### src/rtl/altera_up_audio_lj_master.sv
// Master-mode left-justified audio serial interface: generates BCLK/LRCK, shifts one stereo
// DAC pair out and one stereo ADC pair in per frame.
module altera_up_audio_lj_master #(
  parameter int unsigned AUDIO_DATA_WIDTH = 16,
  parameter int unsigned SLOT_BITS        = 32,
  parameter int unsigned BCLK_DIV         = 4
) (
  input  logic                        clk,
  input  logic                        reset,

  input  logic [AUDIO_DATA_WIDTH-1:0] left_channel_data,
  input  logic [AUDIO_DATA_WIDTH-1:0] right_channel_data,
  input  logic                        audio_out_valid,
  output logic                        audio_out_ready,
  output logic                        underflow,

  output logic [AUDIO_DATA_WIDTH-1:0] left_channel_audio,
  output logic [AUDIO_DATA_WIDTH-1:0] right_channel_audio,
  output logic                        audio_in_valid,

  input  logic                        AUD_ADCDAT,
  output logic                        AUD_BCLK,
  output logic                        AUD_DACLRCK,
  output logic                        AUD_ADCLRCK,
  output logic                        AUD_DACDAT
);

  localparam int unsigned W    = AUDIO_DATA_WIDTH;
  localparam int unsigned DivW = $clog2(BCLK_DIV);
  localparam int unsigned BitW = (SLOT_BITS > 1) ? $clog2(SLOT_BITS) : 1;

  localparam logic [DivW-1:0] DivLast  = DivW'(BCLK_DIV - 1);
  localparam logic [BitW-1:0] BitLast  = BitW'(SLOT_BITS - 1);
  localparam logic [BitW-1:0] BitMsb   = BitW'(W - 1);
  localparam logic [BitW:0]   BitLimit = (BitW + 1)'(W);

  // Clock generation state
  logic [DivW-1:0] div_q, div_d;
  logic            bclk_q, bclk_d;
  logic [BitW-1:0] bit_q, bit_d;
  logic            chan_q, chan_d;

  // Transmit path
  logic            hold_full_q, hold_full_d;
  logic [W-1:0]    hold_left_q, hold_left_d;
  logic [W-1:0]    hold_right_q, hold_right_d;
  logic [W-1:0]    tx_left_q, tx_left_d;
  logic [W-1:0]    tx_right_q, tx_right_d;
  logic            dacdat_q, dacdat_d;
  logic            underflow_q, underflow_d;
  logic            dac_bit;

  // Receive path
  logic            started_q, started_d;
  logic [W-1:0]    cap_left_q, cap_left_d;
  logic [W-1:0]    cap_right_q, cap_right_d;
  logic            copy_q, copy_d;
  logic [W-1:0]    out_left_q, out_left_d;
  logic [W-1:0]    out_right_q, out_right_d;
  logic            in_valid_q, in_valid_d;

  logic wrap, rise, fall, slot_end, frame_start, accept;
  logic [W-1:0] load_left, load_right;

  assign wrap        = (div_q == DivLast);
  assign rise        = wrap & ~bclk_q;
  assign fall        = wrap & bclk_q;
  assign slot_end    = (bit_q == BitLast);
  assign frame_start = fall & slot_end & ~chan_q;
  assign accept      = audio_out_valid & ~hold_full_q;
  assign load_left   = hold_full_q ? hold_left_q : '0;
  assign load_right  = hold_full_q ? hold_right_q : '0;

  always_comb begin
    div_d  = wrap ? '0 : div_q + DivW'(1);
    bclk_d = wrap ? ~bclk_q : bclk_q;
  end

  // Slot counter and DAC serializer; data changes together with LRCK on fall events.
  always_comb begin
    bit_d      = bit_q;
    chan_d     = chan_q;
    tx_left_d  = tx_left_q;
    tx_right_d = tx_right_q;
    dacdat_d   = dacdat_q;
    dac_bit    = 1'b0;
    if (fall) begin
      bit_d  = slot_end ? '0 : bit_q + BitW'(1);
      chan_d = slot_end ? ~chan_q : chan_q;
      if (frame_start) begin
        tx_left_d  = load_left;
        tx_right_d = load_right;
      end
      if (chan_d) begin
        dac_bit   = tx_left_d[W-1];
        tx_left_d = tx_left_d << 1;
      end else begin
        dac_bit    = tx_right_d[W-1];
        tx_right_d = tx_right_d << 1;
      end
      dacdat_d = dac_bit & ({1'b0, bit_d} < BitLimit);
    end
  end

  // A pair accepted on the frame-start cycle itself is held for the following frame.
  always_comb begin
    hold_full_d  = hold_full_q;
    hold_left_d  = hold_left_q;
    hold_right_d = hold_right_q;
    underflow_d  = 1'b0;
    started_d    = started_q | frame_start;
    if (frame_start) begin
      if (hold_full_q) begin
        hold_full_d = 1'b0;
      end else begin
        underflow_d = 1'b1;
      end
    end
    if (accept) begin
      hold_full_d  = 1'b1;
      hold_left_d  = left_channel_data;
      hold_right_d = right_channel_data;
    end
  end

  // ADC deserializer; the pair is published one clk after the last right-channel bit.
  always_comb begin
    cap_left_d  = cap_left_q;
    cap_right_d = cap_right_q;
    copy_d      = 1'b0;
    out_left_d  = out_left_q;
    out_right_d = out_right_q;
    in_valid_d  = copy_q;
    if (rise && started_q && ({1'b0, bit_q} < BitLimit)) begin
      if (chan_q) begin
        cap_left_d = (cap_left_q << 1) | W'(AUD_ADCDAT);
      end else begin
        cap_right_d = (cap_right_q << 1) | W'(AUD_ADCDAT);
      end
      copy_d = ~chan_q & (bit_q == BitMsb);
    end
    if (copy_q) begin
      out_left_d  = cap_left_q;
      out_right_d = cap_right_q;
    end
  end

  always_ff @(posedge clk or posedge reset) begin
    if (reset) begin
      div_q        <= '0;
      bclk_q       <= 1'b0;
      bit_q        <= BitLast;
      chan_q       <= 1'b0;
      hold_full_q  <= 1'b0;
      hold_left_q  <= '0;
      hold_right_q <= '0;
      tx_left_q    <= '0;
      tx_right_q   <= '0;
      dacdat_q     <= 1'b0;
      underflow_q  <= 1'b0;
      started_q    <= 1'b0;
      cap_left_q   <= '0;
      cap_right_q  <= '0;
      copy_q       <= 1'b0;
      out_left_q   <= '0;
      out_right_q  <= '0;
      in_valid_q   <= 1'b0;
    end else begin
      div_q        <= div_d;
      bclk_q       <= bclk_d;
      bit_q        <= bit_d;
      chan_q       <= chan_d;
      hold_full_q  <= hold_full_d;
      hold_left_q  <= hold_left_d;
      hold_right_q <= hold_right_d;
      tx_left_q    <= tx_left_d;
      tx_right_q   <= tx_right_d;
      dacdat_q     <= dacdat_d;
      underflow_q  <= underflow_d;
      started_q    <= started_d;
      cap_left_q   <= cap_left_d;
      cap_right_q  <= cap_right_d;
      copy_q       <= copy_d;
      out_left_q   <= out_left_d;
      out_right_q  <= out_right_d;
      in_valid_q   <= in_valid_d;
    end
  end

  assign AUD_BCLK            = bclk_q;
  assign AUD_DACLRCK         = chan_q;
  assign AUD_ADCLRCK         = chan_q;
  assign AUD_DACDAT          = dacdat_q;
  assign audio_out_ready     = ~hold_full_q;
  assign underflow           = underflow_q;
  assign left_channel_audio  = out_left_q;
  assign right_channel_audio = out_right_q;
  assign audio_in_valid      = in_valid_q;

endmodule

### config.mk
export PLATFORM = sky130hd
export DESIGN_NAME = altera_up_audio_lj_master
export DESIGN_NICKNAME = d
export VERILOG_FILES = /design/src/rtl/altera_up_audio_lj_master.sv
export SDC_FILE = /design/constraint.sdc
export NUM_CORES = 1
export LEC_CHECK = 0
export BUFFER_PORTS_ARGS = -buffer_cell sky130_fd_sc_hd__buf_2
export CELL_PAD_IN_SITES_DETAIL_PLACEMENT = 1
export CELL_PAD_IN_SITES_GLOBAL_PLACEMENT = 1
export CORE_MARGIN = 3
export CORE_UTILIZATION = 30
export DETAILED_ROUTE_END_ITERATION = 8
export HOLD_SLACK_MARGIN = 0.06
export PLACE_DENSITY = 0.62
export SYNTH_ARGS = -nofsm -noshare
export SYNTH_HDL_FRONTEND = slang
export SYNTH_SLANG_ARGS = --single-unit
### constraint.sdc
create_clock -name clk -period 11.45 [get_ports clk]
set_input_delay 0.5725 -clock clk [delete_from_list [all_inputs] [get_ports clk]]
set_output_delay 0.5725 -clock clk [all_outputs]
set_load 0.02 [all_outputs]
==> results.md, run 1 <==
* Critical Path Start Type: flop
* GRT Util Overall at 0.1240
* Final critical-path required period at 3563 ps
* Total clock buffers created by CTS at 17
* CTS Root Buffer Type: sky130_fd_sc_hd__clkbuf_16
* Filler cells at 2144
* Overflow after GRT at 0
* Status: complete, no violations
* Element type at the critical path end: flop
* Share of flip-flops with an asynchronous set or reset after synthesis at 1.000
* Antenna violations before repair at 0
* Fraction of layout instances using a drive strength above 1 at 0.3898
* Setup tns final at 0 ps
* Largest vdd supply drop at 0.1023 mV
* Number of gates resized after CTS at 0
* Post-synth net total at 513
* Maximum achievable frequency at 280.7 MHz
* Total wirelength of the detailed-routed design at 12940 microns
* Count of standard-cell rows at 51
* Number of buffers between clock root and the deepest sink at 2
* Fin crit share at 0.3112
* Number of hold-repair buffers added at the cts stage at 0
* Summed instance area of the synthesized netlist at 6057 sq um
* Cell Area, Placed at 6633 sq um
* TritonCTS clock tree: yes
* Post-CTS setup buffers at 0
* Most common cell after layout, fill and taps aside: sky130_fd_sc_hd__dfrtp_1
* Signal arrival time at the worst endpoint at 3820 ps
* Worst-margin pin slew at 1225 ps
* Count of distinct cell types in the synthesized netlist at 41
* Clk Latency, worst-skew pair at 430 ps
* Horizontal extent of the die at 148.1 microns
* Post-DRT Antenna Nets at 0
* PortBufs at 74
* Count of final hold-check violations at 0
* Die boundary height at 148.1 microns
* Max-slew violations at 0
* Worst-path cell with the longest stage delay: sky130_fd_sc_hd__ha_1
* Full die area at 21930 sq um
* First-pass GRT wire length at 21960 microns
* Diode insertion count for antenna repair at 0
* Crit path top cell by count: sky130_fd_sc_hd__ha_1
* WL/cell at 15.89 microns
* Static leakage power at 0.003645 uW
* Largest net degree at the start of global routing at 79
* Area growth from synthesis to layout at 19.87%
* Clk pin slew, worst setup/hold paths at 60 ps
* Net count reported at finish at 576
* Post-route DRC at 0
* Count of flip-flops with a built-in enable after synthesis at 0
* Skew final at 17.15 ps
* Cell-by-cell listing of the critical path: ha_1 > and3_1 > ha_1 > nand4b_1 > a21oi_1 > a221oi_1
* CP Buf/Inv Count at 0
* Count of max-cap constraint violations at 0
* Number of clock sinks seen by CTS at 143
* Data required time at the worst endpoint at 11700 ps
* RSZ-0062 raised after global routing: no
* Post-detail-place hpwl at 8180 microns
* Via count normalized by instance count at 4.856
* Flip-flop and latch count after synthesis at 143
* Met2 WL post-DR at 6078 microns
* Via count at 3953
* Met1 wire length at 6138 microns
* Classification of the worst-slack hold path: primary input to async pin
* Worst-case headroom to the max-slew limit at 0.1833
* Vias in the first global route at 4205
* First DRT Iteration DRCs at 220
* I/O pin count at 75
* Initial core utilization at 0.3082
* Syn Inst Count at 473
* Avg Inst Size Synth at 12.81 sq um
* Highest-count cells in the layout ignoring fill and taps: 138 x sky130_fd_sc_hd__dfrtp_1, 86 x sky130_fd_sc_hd__mux2_2, 74 x sky130_fd_sc_hd__buf_2
* End-of-flow core utilization at 0.3694
* Level count of the clock H-tree at 4
* Highest metal layer with signal wires: met4
* Kind of cell adding the most delay to the critical path: adder cells
* Max stage delay on crit path at 980 ps
* Syn. warnings at 0
* Core region area at 19650 sq um
* Part of the Yosys area used for sequential elements at 0.5918
* Tightest hold margin at 212.3 ps
* Design area at 7261 sq um
* TritonRoute pass-1 iters at 4
* Detailed-routed wire length on met3 at 554 microns
* Weighted congestion at the end of routability-driven global placement at 0.7329
* Critical path type: flop to flop
* Total setup violations reported at the end of the flow at 0
* Flip-flop cell with the highest count after synthesis: sky130_fd_sc_hd__dfrtp_1
* Ratio of total power to cell area at 169.9 nW/um^2
* Max Fanout on Critical Path at 37
final cells by class:
class	count	area (sq um)	area share
sequential	143	3585	0.4937
multi-input combinational	276	2232	0.3074
clock buffer	20	446.7	0.06152
timing repair buffer	79	407.9	0.05618
tap	265	331.6	0.04567
clock inverter	12	181.4	0.02499
inverter	19	76.32	0.01051
final timing paths:
| check | slack, ps | startpoint | endpoint | cells past startpoint |
|---|---|---|---|---|
| min | 210 | reset | cap_left_q[11] | 2 |
| max reg2reg | 7890 | bit_q[0] | tx_left_q[11] | 6 |
| min in group clk | 370 | right_channel_data[8] | hold_right_q[8] | 2 |
| max | 7890 | bit_q[0] | tx_left_q[11] | 6 |
| max in group asynchronous | 9790 | reset | div_q[1] | 3 |
| min reg2reg | 440 | div_q[0] | div_q[0] | 1 |
per-stage QoR:
stage / setup slack, ps / instances / power (uW)
after floorplan: 7048 / 473 / 626.4
after global placement: 8010 / 782 / 651.6
after detailed placement: 7929 / 782 / 656.0
after CTS: 7818 / 814 / 1253
after global routing: 7516 / 814 / 1292
final: 7887 / 814 / 1233
where the power goes:
group | switching, uW | leakage (uW) | internal [uW]
Combinational | 24.1 | 0.00145 | 38.7
Clock | 218 | 0.000294 | 372
Sequential | 30.7 | 0.00190 | 550
state kept, by name, summed over array words and instances (netlist names):
register,cells
cap_left_q,16
cap_right_q,16
hold_left_q,16
hold_right_q,16
left_channel_audio,16
right_channel_audio,16
tx_left_q,16
tx_right_q,16
bit_q,5
div_q,2
AUD_ADCLRCK,1
AUD_BCLK,1
AUD_DACDAT,1
audio_in_valid,1
copy_q,1
hold_full_q,1
started_q,1
underflow,1
cells by family (layout without fill, tap and decap cells):
group,count (synthesis),in the layout,share of synthesized area
flops,143,143,0.5918
fa+ha+maj,4,4,0.008263
compound gates,91,91,0.09296
mux,96,96,0.1847
buf+inv,54,130,0.04007
xor+xnor,2,2,0.002892
simple gates,83,83,0.07932
cell usage after synthesis (3+ instances only):
cell type	number	area, sq um
sky130_fd_sc_hd__a21oi_1	15	75.07
sky130_fd_sc_hd__ha_1	4	50.05
sky130_fd_sc_hd__buf_2	8	40.04
sky130_fd_sc_hd__nand3_1	26	130.1
sky130_fd_sc_hd__mux2_4	10	150.1
sky130_fd_sc_hd__a221oi_1	15	131.4
sky130_fd_sc_hd__buf_1	4	15.01
sky130_fd_sc_hd__and3_1	15	93.84
sky130_fd_sc_hd__buf_6	3	33.78
sky130_fd_sc_hd__o22ai_1	16	100.1
sky130_fd_sc_hd__and2_1	3	18.77
sky130_fd_sc_hd__clkbuf_1	18	67.56
sky130_fd_sc_hd__nor2b_1	15	93.84
sky130_fd_sc_hd__nor2_1	4	15.01
sky130_fd_sc_hd__dfstp_2	5	131.4
sky130_fd_sc_hd__mux2_2	86	968.4
sky130_fd_sc_hd__o21ai_0	35	175.2
sky130_fd_sc_hd__nand2_1	10	37.54
sky130_fd_sc_hd__inv_1	18	67.56
sky130_fd_sc_hd__dfrtp_1	138	3453
routing by layer:
| metal | vias up | track usage |
|---|---|---|
| li1 | 1831 | - |
| met1 | 2023 | 0.1654 |
| met2 | 86 | 0.1925 |
| met3 | 13 | 0.03656 |
| met4 | 0 | 0.04527 |
| met5 | - | 0 |
worst register-to-register path: stages (launching register included):
cell and delay [ps]:
sky130_fd_sc_hd__dfstp_2 560, sky130_fd_sc_hd__ha_1 180, sky130_fd_sc_hd__and3_1 200, sky130_fd_sc_hd__ha_1 980, sky130_fd_sc_hd__nand4b_1 940, sky130_fd_sc_hd__a21oi_1 450, sky130_fd_sc_hd__a221oi_1 90
(Power assumes the default switching activity.)
==> run 2: changes to the inputs <==
Clock period 11.45 ns to 3.3 ns, I/O delays scaled along.
==> results.md, run 2 (synthesis results as in run 1) <==
* Data required time at the worst endpoint at 3650 ps
* Total clock buffers created by CTS at 17
* Signal arrival time at the worst endpoint at 2780 ps
* Worst r2r dst: tx_right_q[5]
* Largest vdd supply drop at 0.3584 mV
* Area of combinational cells with multiple inputs at 2232 sq um
* Setup slack after placement at 853.6 ps
* First DRT Iteration DRCs at 145
* Reg-to-reg slack, setup at 870 ps
* Worst reg2reg startpoint: bit_q[0]
* Post-detail-place hpwl at 8557 microns
* Cell-by-cell listing of the critical path: ha_1 > and3_1 > ha_1 > buf_4 > nor2b_1 > buf_4 > o21ai_0 > nand3_1
* Vias in the first global route at 4393
* Count of final hold-check violations at 0
* Diode insertion count for antenna repair at 0
* Fraction of layout instances using a drive strength above 1 at 0.3712
* Tightest hold margin at 309.1 ps
* Count of standard-cell rows at 51
* Worst-margin pin slew at 978.6 ps
* Skew final at 7.184 ps
* Max stage delay on crit path at 600 ps
* Net count reported at finish at 617
* Die boundary height at 148.1 microns
* Worst-path cell with the longest stage delay: sky130_fd_sc_hd__nor2b_1
* Core region area at 19650 sq um
* Max Fanout on Critical Path at 34
* Full die area at 21930 sq um
* Finished Layout Cells at 855
* Area growth from synthesis to layout at 26.34%
* First-pass GRT wire length at 22680 microns
* Initial core utilization at 0.3082
* Via count at 4104
* Post-DRT Antenna Nets at 0
* Critical Path Start Type: flop
* Storage cell area at 3585 sq um
* Element type at the critical path end: flop
* I/O pin count at 75
* Fin crit share at 0.7371
* Number of clock sinks seen by CTS at 143
* Most common cell after layout, fill and taps aside: sky130_fd_sc_hd__dfrtp_1
* Critical path type: flop to flop
* Cell depth of the worst flop-to-flop path at 8
* Classification of the worst-slack hold path: primary input to async pin
* Weighted congestion at the end of routability-driven global placement at 0.7518
* Setup tns final at 0 ps
* Worst-case headroom to the max-slew limit at 0.3476
* Static leakage power at 0.003816 uW
* Post-route DRC at 0
* TritonRoute pass-1 iters at 4
* CTS Root Buffer Type: sky130_fd_sc_hd__clkbuf_16
* RSZ-0062 raised after global routing: no
* Worst setup slack after layout at 867.5 ps
* Placed cell count at 789
* Clk pin slew, worst setup/hold paths at 60 ps
* Overflow after GRT at 0
* Clk Latency, worst-skew pair at 420 ps
* Kind of cell adding the most delay to the critical path: simple AND/OR/NAND/NOR gates
* Total wirelength of the detailed-routed design at 13310 microns
* WL/cell at 15.57 microns
* Maximum achievable frequency at 411.1 MHz
* Post-CTS setup buffers at 0
* Filler cells at 2132
* TritonCTS clock tree: yes
* Count of max-cap constraint violations at 0
* Horizontal extent of the die at 148.1 microns
* Ratio of total power to cell area at 556.8 nW/um^2
* Largest net degree at the start of global routing at 79
* Via count normalized by instance count at 4.800
* GRT Util Overall at 0.1278
* Final critical-path required period at 2433 ps
* CP Buf/Inv Count at 2
* PortBufs at 74
* Max-slew violations at 0
* Status: complete, no violations
* Antenna violations before repair at 0
* Total power of the final layout at 4261 uW
* Number of buffers between clock root and the deepest sink at 2
* Highest-count cells in the layout ignoring fill and taps: 138 x sky130_fd_sc_hd__dfrtp_1, 86 x sky130_fd_sc_hd__mux2_2, 74 x sky130_fd_sc_hd__buf_2
* Total setup violations reported at the end of the flow at 0
* Level count of the clock H-tree at 4
==> run 2: changes by cell type in the layout (fill, tap and decap cells not counted), sizes merged <==
cell / change
inv: -4
clkinv: +2
buf: +7
dlygate4sd3: +34
clkbuf: +2
==> run 2: what timing repair did <==
item	CTS	global route
endpoints found under the hold margin	51	0
resized for setup	0	0
hold buffers	34	0
==> run 2: area by class of cell <==
class	instances	area share
Tap cell	265	0.04333
Sequential cell	143	0.4684
Inverter	19	0.009810
Timing Repair Buffer	120	0.1063
Multi-Input combinational cell	276	0.2917
Clock inverter	10	0.02109
Clock buffer	22	0.05935
==> run 2: worst max path at each step <==
stage / startpoint / endpoint / slack (ps) / cells after the start
3_3_place_gp: bit_q[0] / tx_right_q[5] / 960 / 8
5_1_grt: bit_q[0] / tx_right_q[5] / 630 / 8
6_report: bit_q[0] / tx_right_q[5] / 870 / 8
3_5_place_dp: bit_q[0] / tx_right_q[5] / 850 / 8
2_1_floorplan: bit_q[0] / AUD_DACDAT / 1270 / 8
4_1_cts: bit_q[0] / tx_right_q[5] / 840 / 8
==> run 2: worst register-to-register path, stage by stage (launching register included) <==
cell,delay (ps)
sky130_fd_sc_hd__dfstp_2,380
sky130_fd_sc_hd__ha_1,220
sky130_fd_sc_hd__and3_1,210
sky130_fd_sc_hd__ha_1,220
sky130_fd_sc_hd__buf_4,240
sky130_fd_sc_hd__nor2b_1,610
sky130_fd_sc_hd__buf_4,260
sky130_fd_sc_hd__o21ai_0,90
sky130_fd_sc_hd__nand3_1,140
==> run 2: power breakdown <==
| group | switching, uW | leakage (uW) | internal [uW] |
|---|---|---|---|
| sequential | 83.9 | 0.00190 | 1910 |
| combinational | 98.0 | 0.00163 | 164 |
| clock | 723 | 0.000290 | 1280 |
| total | 905 | 0.00382 | 3360 |
==> run 2: through the flow <==
stage | cell area (sq um) | util
after global placement | 6696 | 0.3407
after global routing | 7652 | 0.3894
after floorplan | 6061 | -
after CTS | 7652 | 0.3894
after detailed placement | 6696 | 0.3407
final | 7652 | 0.3894
==> run 2: per-layer routing <==
metal  up-vias  global-route usage  wire, microns  share of wire
met1      2087              0.1728           6301           0.47
met4         0             0.04896            207          0.016
met2        80              0.2003           6330           0.48
met5         -                   0              0              0
met3        17             0.03047            470          0.035
li1       1920                   -              -              -
==> run 3: changes to the inputs <==
Clock period 3.3 ns to 2.45 ns, I/O delays scaled along.
==> results.md, run 3 (synthesis results as in run 1) <==
* Status: complete, no violations
* Net count reported at finish at 622
* Maximum achievable frequency at 458.9 MHz
* TritonRoute pass-1 iters at 4
* Via count at 4134
* Startpoint of the lowest-slack hold path: audio_out_valid
* Weighted congestion at the end of routability-driven global placement at 0.7198
* Largest vdd supply drop at 0.5004 mV
* Vias in the first global route at 4439
* WL/cell at 15.68 microns
* Cell depth of the worst flop-to-flop path at 8
* Core region area at 19650 sq um
* Critical path type: flop to flop
* Count of max-cap constraint violations at 0
* Initial core utilization at 0.3082
* RSZ-0062 raised after global routing: no
* Final critical-path required period at 2179 ps
* Count of standard-cell rows at 51
* Fin crit share at 0.8894
* Clk Latency, worst-skew pair at 420 ps
* Area growth from synthesis to layout at 27.10%
* Worst reg2reg startpoint: bit_q[0]
* Post-detail-place hpwl at 8768 microns
* Overflow after GRT at 0
* Cell Area, Placed at 6759 sq um
* Largest net degree at the start of global routing at 66
* Post-route DRC at 0
* Static leakage power at 0.003837 uW
* GRT Util Overall at 0.1303
* Total clock buffers created by CTS at 17
* Diode insertion count for antenna repair at 0
* PortBufs at 74
* Number of clock sinks seen by CTS at 143
* Worst r2r dst: tx_right_q[6]
* Number of cells traversed by the worst hold path at 3
* Ratio of total power to cell area at 732.9 nW/um^2
* Post-DRT Antenna Nets at 0
* Net switching share of the total power at 0.2315
* Critical Path Start Type: flop
* TritonCTS clock tree: yes
* Design area at 7699 sq um
* Level count of the clock H-tree at 4
* Count of final hold-check violations at 0
* Skew final at 7.516 ps
* Sequential share of power at 0.476
* Worst-case headroom to the max-slew limit at 0.4978
* Highest-count cells in the layout ignoring fill and taps: 138 x sky130_fd_sc_hd__dfrtp_1, 86 x sky130_fd_sc_hd__mux2_2, 74 x sky130_fd_sc_hd__buf_2
* Classification of the worst-slack hold path: primary input to flop
* Total power of the final layout at 5642 uW
* Clock power frac at 0.459
* Number of buffers between clock root and the deepest sink at 2
* Total wirelength of the detailed-routed design at 13490 microns
* End-of-flow core utilization at 0.3917
* Max-slew violations at 0
* Max Fanout on Critical Path at 25
* Relative contribution of combinational cells to total power at 0.065
* Clk pin slew, worst setup/hold paths at 60 ps
* Sw Pwr at 1306 uW
* Antenna violations before repair at 0
* Reg-to-reg slack, setup at 270 ps
* Horizontal extent of the die at 148.1 microns
* Total setup violations reported at the end of the flow at 0
* Fraction of layout instances using a drive strength above 1 at 0.3849
* Worst-margin pin slew at 751.7 ps
* Setup tns final at 0 ps
* Full die area at 21930 sq um
* Element type at the critical path end: flop
* Internal cell power at 4336 uW
* First-pass GRT wire length at 22940 microns
* Most common cell after layout, fill and taps aside: sky130_fd_sc_hd__dfrtp_1
* Signal arrival time at the worst endpoint at 2470 ps
* Data required time at the worst endpoint at 2740 ps
* Worst Hold End: hold_right_q[13]
* Via count normalized by instance count at 4.807
* Tightest hold margin at 345.5 ps
* I/O pin count at 75
* First DRT Iteration DRCs at 140
* CTS Root Buffer Type: sky130_fd_sc_hd__clkbuf_16
* Die boundary height at 148.1 microns
-- run 3: cell types whose count changed in the layout (fill, tap and decap cells not counted), sizes merged --
cell	previous run	this run
clkbuf	22	18
clkinv	4	5
bufinv	4	2
inv	17	21
clkinvlp	4	5
buf	86	91
-- run 3: layer usage --
metal,up-vias,part of all wire,GRT usage
li1,1921,-,-
met1,2104,0.46,0.1679
met2,94,0.49,0.2149
met3,15,0.034,0.03321
met4,0,0.013,0.04434
met5,-,0,0
-- run 3: power groups by stage --
stage	combinational (uW)	clock [uW]	sequential (uW)
2_1_floorplan	250	0	2680
3_3_place_gp	315	0	2720
3_5_place_dp	333	0	2730
4_1_cts	374	2690	2690
5_1_grt	411	2810	2720
6_report	364	2590	2690
-- run 3: timing repair --
| item | in CTS | in global routing |
|---|---|---|
| buffers inserted | 0 | 0 |
| setup endpoints to repair | 0 | 15 |
| resized for setup | 0 | 1 |
| endpoints found under the hold margin | 64 | 0 |
| hold buffers | 34 | 0 |
-- run 3: per-stage QoR --
stage,setup slack [ps],cells
after global routing,52.30,860
after global placement,248.3,794
final,271.1,860
after floorplan,415.9,473
after detailed placement,91.02,794
after CTS,95.62,860
-- run 3: worst max-delay path: stages (launching register included) --
cell and delay, ps:
sky130_fd_sc_hd__dfstp_2 550, sky130_fd_sc_hd__ha_1 200, sky130_fd_sc_hd__and3_1 200, sky130_fd_sc_hd__ha_1 270, sky130_fd_sc_hd__buf_4 200, sky130_fd_sc_hd__buf_4 260
sky130_fd_sc_hd__nor2b_1 80, sky130_fd_sc_hd__o21ai_0 190, sky130_fd_sc_hd__nand3_1 100
-- run 3: how the worst max path moves through the flow --
stage               startpoint        endpoint  slack [ps]  depth (start not counted)
CTS                   bit_q[0]    tx_left_q[4]         100                          5
detailed placement    bit_q[0]   tx_left_q[13]          90                          5
floorplan             bit_q[0]      AUD_DACDAT         420                          8
global route          bit_q[0]  tx_right_q[12]          50                          8
global placement      bit_q[0]    tx_left_q[3]         250                          5
finish                bit_q[0]   tx_right_q[6]         270                          8
-- run 3: layout make-up --
type                            count  area [sq um]
Clock buffer                       18         439.2
Fill cell                        2125         11960
Tap cell                          265         331.6
Multi-Input combinational cell    276          2236
Inverter                           19         75.07
Clock inverter                     14         156.4
Sequential cell                   143          3585
Timing Repair Buffer              125         875.8
